--- src/rtl/gen_controller.sv ---
// gen_controller: command sequencer for the PE array.
// Serialises clears, host cell accesses and generation steps.
module gen_controller #(
   parameter int N_X        = 64,
   parameter int N_Y        = 48,
   parameter int STATE_BITS = 1,
   parameter int CMD_BITS   = 2,
   parameter logic [CMD_BITS-1:0] CMD_NOP   = CMD_BITS'(0),
   parameter logic [CMD_BITS-1:0] CMD_WRITE = CMD_BITS'(1),
   parameter logic [CMD_BITS-1:0] CMD_READ  = CMD_BITS'(2),
   parameter logic [CMD_BITS-1:0] CMD_STEP  = CMD_BITS'(3),
   parameter int READ_LAT   = 1,
   parameter int STEP_WAIT  = 2,
   parameter int X_BITS     = $clog2(N_X),
   parameter int Y_BITS     = $clog2(N_Y)
) (
   input  logic                  clk,
   input  logic                  rst_n,
   input  logic                  tick,
   input  logic                  run,
   input  logic                  clear_req,
   input  logic                  host_req,
   input  logic                  host_we,
   input  logic [X_BITS-1:0]     host_x,
   input  logic [Y_BITS-1:0]     host_y,
   input  logic [STATE_BITS-1:0] host_wdata,
   output logic                  host_ack,
   output logic [STATE_BITS-1:0] host_rdata,
   output logic                  busy,
   output logic [15:0]           gen_count,
   output logic [X_BITS-1:0]     adr_x,
   output logic [Y_BITS-1:0]     adr_y,
   output logic [CMD_BITS-1:0]   opcode,
   output logic [STATE_BITS-1:0] vali,
   input  logic [STATE_BITS-1:0] valo
);

   localparam int LAT_W  = (READ_LAT > 1) ? $clog2(READ_LAT) : 1;
   localparam int WAIT_W = (STEP_WAIT > 1) ? $clog2(STEP_WAIT) : 1;

   // one extra bit so N_X / N_Y themselves are representable
   localparam logic [X_BITS:0] X_LIM = (X_BITS + 1)'(N_X);
   localparam logic [Y_BITS:0] Y_LIM = (Y_BITS + 1)'(N_Y);
   localparam logic [X_BITS-1:0] X_LAST = X_BITS'(N_X - 1);
   localparam logic [Y_BITS-1:0] Y_LAST = Y_BITS'(N_Y - 1);
   localparam logic [LAT_W-1:0] LAT_INIT = LAT_W'(READ_LAT - 1);
   localparam logic [WAIT_W-1:0] WAIT_INIT = WAIT_W'(STEP_WAIT - 1);

   typedef enum logic [2:0] {
      S_IDLE,
      S_CLEAR,
      S_H_WR,
      S_H_RD,
      S_RD_WAIT,
      S_H_ACK,
      S_STEP,
      S_STEP_WAIT
   } state_t;

   state_t              state;
   logic                pend_tick;
   logic                pend_clr;
   logic [X_BITS-1:0]   cx;
   logic [Y_BITS-1:0]   cy;
   logic                clr_done;
   logic [LAT_W-1:0]    lat_cnt;
   logic [WAIT_W-1:0]   wait_cnt;
   logic                host_ok;

   // host address lies inside the array
   always_comb begin
      host_ok = ({1'b0, host_x} < X_LIM) && ({1'b0, host_y} < Y_LIM);
   end

   // sequencer: request flags, arbitration and the command stream
   always_ff @(posedge clk or negedge rst_n) begin
      if (!rst_n) begin
         state      <= S_IDLE;
         pend_tick  <= 1'b0;
         pend_clr   <= 1'b0;
         cx         <= '0;
         cy         <= '0;
         clr_done   <= 1'b0;
         lat_cnt    <= '0;
         wait_cnt   <= '0;
         host_ack   <= 1'b0;
         host_rdata <= '0;
         busy       <= 1'b0;
         gen_count  <= '0;
         adr_x      <= '0;
         adr_y      <= '0;
         opcode     <= CMD_NOP;
         vali       <= '0;
      end else begin
         opcode   <= CMD_NOP;
         host_ack <= 1'b0;
         if (clear_req) pend_clr <= 1'b1;
         if (tick && run) pend_tick <= 1'b1;

         unique case (state)
            S_IDLE: begin
               if (pend_clr) begin
                  state    <= S_CLEAR;
                  busy     <= 1'b1;
                  cx       <= '0;
                  cy       <= '0;
                  clr_done <= 1'b0;
               end else if (host_req) begin
                  busy <= 1'b1;
                  if (!host_ok) begin
                     // no array access; a failed read reads as zero
                     host_ack <= 1'b1;
                     if (!host_we) host_rdata <= '0;
                     state <= S_H_ACK;
                  end else if (host_we) begin
                     opcode <= CMD_WRITE;
                     adr_x  <= host_x;
                     adr_y  <= host_y;
                     vali   <= host_wdata;
                     state  <= S_H_WR;
                  end else begin
                     opcode  <= CMD_READ;
                     adr_x   <= host_x;
                     adr_y   <= host_y;
                     lat_cnt <= LAT_INIT;
                     state   <= S_H_RD;
                  end
               end else if (pend_tick) begin
                  opcode <= CMD_STEP;
                  busy   <= 1'b1;
                  state  <= S_STEP;
               end
            end

            S_CLEAR: begin
               if (clr_done) begin
                  gen_count <= '0;
                  pend_clr  <= 1'b0;
                  busy      <= 1'b0;
                  state     <= S_IDLE;
               end else begin
                  opcode <= CMD_WRITE;
                  adr_x  <= cx;
                  adr_y  <= cy;
                  vali   <= '0;
                  if (cx == X_LAST) begin
                     cx <= '0;
                     if (cy == Y_LAST) clr_done <= 1'b1;
                     else cy <= cy + Y_BITS'(1);
                  end else begin
                     cx <= cx + X_BITS'(1);
                  end
               end
            end

            S_H_WR: begin
               host_ack <= 1'b1;
               state    <= S_H_ACK;
            end

            S_H_RD, S_RD_WAIT: begin
               // adr stays put until valo is sampled
               if (lat_cnt == '0) begin
                  host_rdata <= valo;
                  host_ack   <= 1'b1;
                  state      <= S_H_ACK;
               end else begin
                  lat_cnt <= lat_cnt - LAT_W'(1);
                  state   <= S_RD_WAIT;
               end
            end

            S_H_ACK: begin
               busy  <= 1'b0;
               state <= S_IDLE;
            end

            S_STEP: begin
               wait_cnt <= WAIT_INIT;
               state    <= S_STEP_WAIT;
            end

            S_STEP_WAIT: begin
               if (wait_cnt == '0) begin
                  gen_count <= gen_count + 16'd1;
                  pend_tick <= 1'b0;
                  busy      <= 1'b0;
                  state     <= S_IDLE;
               end else begin
                  wait_cnt <= wait_cnt - WAIT_W'(1);
               end
            end

            default: begin
               busy  <= 1'b0;
               state <= S_IDLE;
            end
         endcase
      end
   end

endmodule
--- config.mk ---
export PLATFORM = sky130hd
export DESIGN_NAME = gen_controller
export DESIGN_NICKNAME = d
export VERILOG_FILES = /design/src/rtl/gen_controller.sv
export SDC_FILE = /design/constraint.sdc
export NUM_CORES = 1
export LEC_CHECK = 0
export ABC_AREA = 1
export CAP_MARGIN = 20
export CORE_MARGIN = 4
export CORE_UTILIZATION = 52
export CTS_CLUSTER_DIAMETER = 50
export DETAILED_ROUTE_END_ITERATION = 7
export HOLD_SLACK_MARGIN = 0.06
export PLACE_DENSITY = 0.85
export SYNTH_ARGS = -nofsm -noshare
export SYNTH_HDL_FRONTEND = slang
export SYNTH_SLANG_ARGS = --single-unit
--- constraint.sdc ---
create_clock -name clk -period 1.9 [get_ports clk]
set_input_delay 0.38 -clock clk [delete_from_list [all_inputs] [get_ports clk]]
set_output_delay 0.38 -clock clk [all_outputs]
set_load 0.02 [all_outputs]
======== Word-level counts from Yosys, hierarchy flattened ========
Cells that the tools add are included.
storage, ports and cells
  bits in registers ....................... 54
  bits of input ports ..................... 21
  output and inout bits ................... 34
  word-level logic and storage cells ...... 141
cells by class
  add/sub/neg operators ................... 5
  $lt $le $gt $ge ......................... 1
  equal/unequal tests ..................... 23
  muxes and demuxes ....................... 78
  reductions and logical operators ........ 18
operator list
  operator               number
  $mux 6                 14
  $pmux 6 s2             4
  $mux 1                 37
  $mux 16                2
  $pmux 16 s2            1
  $ne 2x2->1 const B     13
  $pmux 3 s7             1
  $mux 3                 6
  $add 16x1->16 const B  1
  $reduce_and 5->1       3
  $add 6x1->6 const B    2
  $eq 3x3->1 const B     4
  $eq 6x6->1 const B     2
  $reduce_and 6->1       2
  $mux 2                 5
  $pmux 1 s2             5
  $reduce_and 3->1       3
  $reduce_bool 2->1      4
  $eq 3x2->1 const B     2
  $lt 6x6->1 const B     1
  $ne 4x4->1 const B     1
  $pmux 1 s4             1
  $pmux 2 s2             1
  $reduce_and 4->1       1
  other kinds (8)        9

======== Longest topological paths before layout ========
  word-level depth ........................ 5
  depth in mapped cells ................... 10
  mapped depth without buffers ............ 10

======== Worst setup path before layout ========
No wires, ideal clock.
  kind .................................... register to register
  from .................................... register gen_count[0]
  to ...................................... register gen_count[12]
  setup time .............................. 0.117 ns
  arrival ................................. 1.491 ns
  required time ........................... 1.783 ns
  path slack .............................. 0.292 ns
  cell stages (with the launch flop) ...... 9
  buffers on the path ..................... 0
  clock period less this slack ............ 1.608 ns
  path through ............................ dfrtp_1 -> ha_1 -> nand3_1 -> nor2_1 -> nand3_1 -> nor2_1 -> nand2_1 -> nand2_1 -> nor2_1
between the ends
  longest elaborated chain between the ends .. 3
ends and longest elaborated chain
  item                      line  text
  start: declaration        30    output logic [15:0] gen_count,
  start signal: assignment  185   gen_count <= gen_count + 16'd1;
  $add 16x1->16             185
  $mux 16                   184   if (wait_cnt == '0) begin
  $pmux 16 s2               100   unique case (state)
No other way between the ends. The select of a mux whose other input is x is not followed.
A chain may end at the register's enable or synchronous reset.

======== Worst setup path in the final report ========
  from .................................... register gen_count[10]
  to ...................................... output port gen_count[10]
No word-level cell between the ends.

==> impl_metrics.sql <==
INSERT INTO impl_metrics (metric_group, metric, value, unit) VALUES
('status', 'outcome', 'completed', ''),
('pwr', 'power.leakage', '1.77', 'nW'),
('layout', 'final_cell_mix', 'sky130_fd_sc_hd__nand2_1, sky130_fd_sc_hd__dfrtp_1, sky130_fd_sc_hd__clkdlybuf4s50_1, sky130_fd_sc_hd__nor2_1', ''),
('clock_tree', 'tritoncts.num_buffers', '5', ''),
('logic_synthesis', 'mappedNetlistNets', '411', ''),
('logic_synthesis', 'synth_area', '2930', 'sq um'),
('clock_tree', 'maximum_buffer_depth_of_the_clock_tree', '2', ''),
('floorplanning', 'start_util', '53.6', '%'),
('timing', 'slew_viol_final', '0', ''),
('place', 'pre_cts_ws', '128', 'ps'),
('clock_tree', 'cts.repair.resized', '0', ''),
('floorplanning', 'boundaryPins', '55', ''),
('logic_synthesis', 'ys_warn_count', '0', ''),
('critical_path', 'worstPathBufferInverterCount', '1', ''),
('global_route', 'via_count_of_the_first_global_routing_pass', '2843', ''),
('pwr', 'post-layout-total-power', '0.00453', 'W'),
('critical_path', 'list_of_cells_traversed_by_the_critical_path', 'clkdlybuf4s50_1', ''),
('detailed_routing', 'totalWireLength', '6880', 'um'),
('timing', 'final.min_clock_period', '1810', 'ps'),
('place', 'gp_congestion', '0.899', ''),
('detailed_routing', 'dr.pass1.iters', '5', ''),
('clock_tree', 'clockRootBuffer', 'sky130_fd_sc_hd__clkbuf_8', ''),
('logic_synthesis', 'per_instance_average_area_after_synthesis', '7.58', 'sq um'),
('clock_tree', 'cts_max_level', '2', ''),
('pwr', 'pwr_density_cell', '1220', 'nW/um^2'),
('critical_path', 'timing.critical_path.required', '1520', 'ps'),
('floorplanning', 'fp.dieArea', '6910', 'sq um'),
('critical_path', 'criticalPathCategory', 'reg2out', ''),
('place', 'dpl.cell_count', '514', ''),
('logic_synthesis', 'synth-seq-area-share', '45.2', '%'),
('clock_tree', 'cts.repair_timing.setup_buffer_count', '0', ''),
('global_route', 'largest_net_degree_at_the_start_of_global_routing', '54', ''),
('critical_path', 'critical_path.top_delay_family', 'buffers and inverters', ''),
('logic_synthesis', 'syn-instance-count', '387', ''),
('critical_path', 'critical_path.max_stage_delay', '650', 'ps'),
('hold_path', 'worst_hold_path_type', 'in2async', ''),
('layout', 'nets', '473', ''),
('timing', 'finalClockSkew', '6.69', 'ps'),
('clock_tree', 'clkSlewWorstSetupHoldPaths', '100', 'ps'),
('timing', 'max_freq', '0.553', 'GHz'),
('critical_path', 'critPathLaunchType', 'register', ''),
('detailed_routing', 'final_routed_drc_violation_total', '0', ''),
('logic_synthesis', 'synth_cell_types', '35', ''),
('timing', 'rsz0062_at_grt', 'false', ''),
('timing', 'rel_slew_slack', '71.6', '%'),
('place', 'io_buffer_count', '54', ''),
('clock_tree', 'cts_sinks', '53', ''),
('detailed_routing', 'wl_per_cell', '13.2', 'um'),
('timing', 'setup_slack', '91.6', 'ps'),
('critical_path', 'critical_path_peak_fanout', '6', ''),
('detailed_routing', 'ant_nets', '0', ''),
('detailed_routing', 'drt_iter0_markers', '281', ''),
('layout', 'post_layout_nonfiller_instances', '522', ''),
('logic_synthesis', 'synth.ff_latch_count', '53', ''),
('layout', 'fill_count', '467', ''),
('clock_tree', 'clock_tree_from_tritoncts', 'done', ''),
('timing', 'hold-worst-slack', '48.1', 'ps'),
('timing', 'fin_tns_setup', '0', 'ps'),
('clock_tree', 'latest_clock_arrival_within_the_worst_skew_pair', '310', 'ps'),
('layout', 'syn2layout_area_growth', '26.9', '%'),
('floorplanning', 'core.rowCount', '27', ''),
('timing', 'actual_slew_at_the_worst_max_slew_pin', '425', 'ps'),
('detailed_routing', 'avgViaCountPerCell', '5.34', ''),
('floorplanning', 'die_y', '83.1', 'um'),
('global_route', 'groute.usage.overall', '21.5', '%'),
('critical_path', 'crit_path_top_delay_cell', 'sky130_fd_sc_hd__clkdlybuf4s50_1', ''),
('layout', 'layout-drive-gt1-share', '10.4', '%'),
('global_route', 'grt_overflow_total', '0', ''),
('timing', 'post-route-period-util', '95.2', '%'),
('critical_path', 'end_kind', 'output pin', ''),
('flow_run', 'cap_violations', '0', '');
path summary, 6_finish.rpt:
path	from	end	slack [ps]	depth (start not counted)
min in group clk	adr_y[1]	adr_y[1]	480	2
min	rst_n	host_ack	50	2
max reg2reg	state[2]	cy[4]	260	8
min reg2reg	adr_y[1]	adr_y[1]	480	2
max	gen_count[10]	gen_count[10]	90	1
max in group asynchronous	rst_n	adr_x[5]	1600	2
cell usage after synthesis, drive strengths merged:
| cell type | count | share of area [%] |
|---|---|---|
| nor3 | 1 | 0.17 |
| nand3b | 1 | 0.26 |
| nand3 | 36 | 6.9 |
| a21boi | 1 | 0.26 |
| o21ai | 41 | 8.8 |
| buf | 9 | 1.8 |
| nand2 | 130 | 17 |
| a22o | 1 | 0.30 |
| a21o | 1 | 0.26 |
| a31oi | 1 | 0.21 |
| ha | 3 | 1.3 |
| nand4 | 11 | 2.3 |
| nor2 | 40 | 5.4 |
| o22ai | 2 | 0.43 |
| xor2 | 2 | 0.60 |
| a21oi | 10 | 1.7 |
| dfrtp | 53 | 45 |
| inv | 35 | 4.6 |
| nor4 | 1 | 0.21 |
| or2 | 3 | 0.64 |
| o21a | 2 | 0.51 |
| xnor2 | 1 | 0.30 |
| o211ai | 1 | 0.26 |
| o31ai | 1 | 0.26 |
power breakdown:
part	total, W	switching [W]	leakage [nW]	internal (W)
clock	0.000801	0.000371	0.0585	0.000430
combinational	0.00215	0.00131	1.02	0.000846
sequential	0.00157	0.000198	0.695	0.00138
registers in the layout, summed over array words and instances (netlist names):
signal,count
opcode,2
cx,6
state,3
host_ack,1
busy,1
pend_clr,1
pend_tick,1
cy,6
host_rdata,1
clr_done,1
adr_x,6
adr_y,6
gen_count,16
wait_cnt,1
vali,1
metrics by stage:
stage          cell area (sq um)  utilization, %
5_1_grt                     3720            68.0
3_5_place_dp                3590            65.6
4_1_cts                     3710            67.8
6_report                    3720            68.0
3_3_place_gp                3590            65.6
2_1_floorplan               2930               -
final cells by class:
cell class | instances | area (sq um) | share of cell area, %
multi-input combinational | 290 | 1430 | 38.5
sequential | 53 | 1330 | 35.6
clock inverter | 1 | 30.0 | 0.807
clock buffer | 7 | 86.3 | 2.32
inverter | 35 | 134 | 3.60
tap | 72 | 90.1 | 2.42
timing repair buffer | 64 | 623 | 16.7
cell families (layout without fill, tap and decap cells):
logic type	after synthesis	after routing	share of synthesized area, %
and+or+nand+nor	223	223	33.2
DFF	53	53	45.2
AOI/OAI and AO/OA	61	61	13.0
adders and majority gates	3	3	1.28
buffers and inverters	44	107	6.40
xor gates and xnor gates	3	3	0.896
routing by layer:
metal	global-route usage [%]	wire, um
met1	27.1	2970
met2	38.1	3450
met3	3.87	381
met4	5.35	78
met5	0	0
Note: power is estimated with default switching activity, not from simulation.
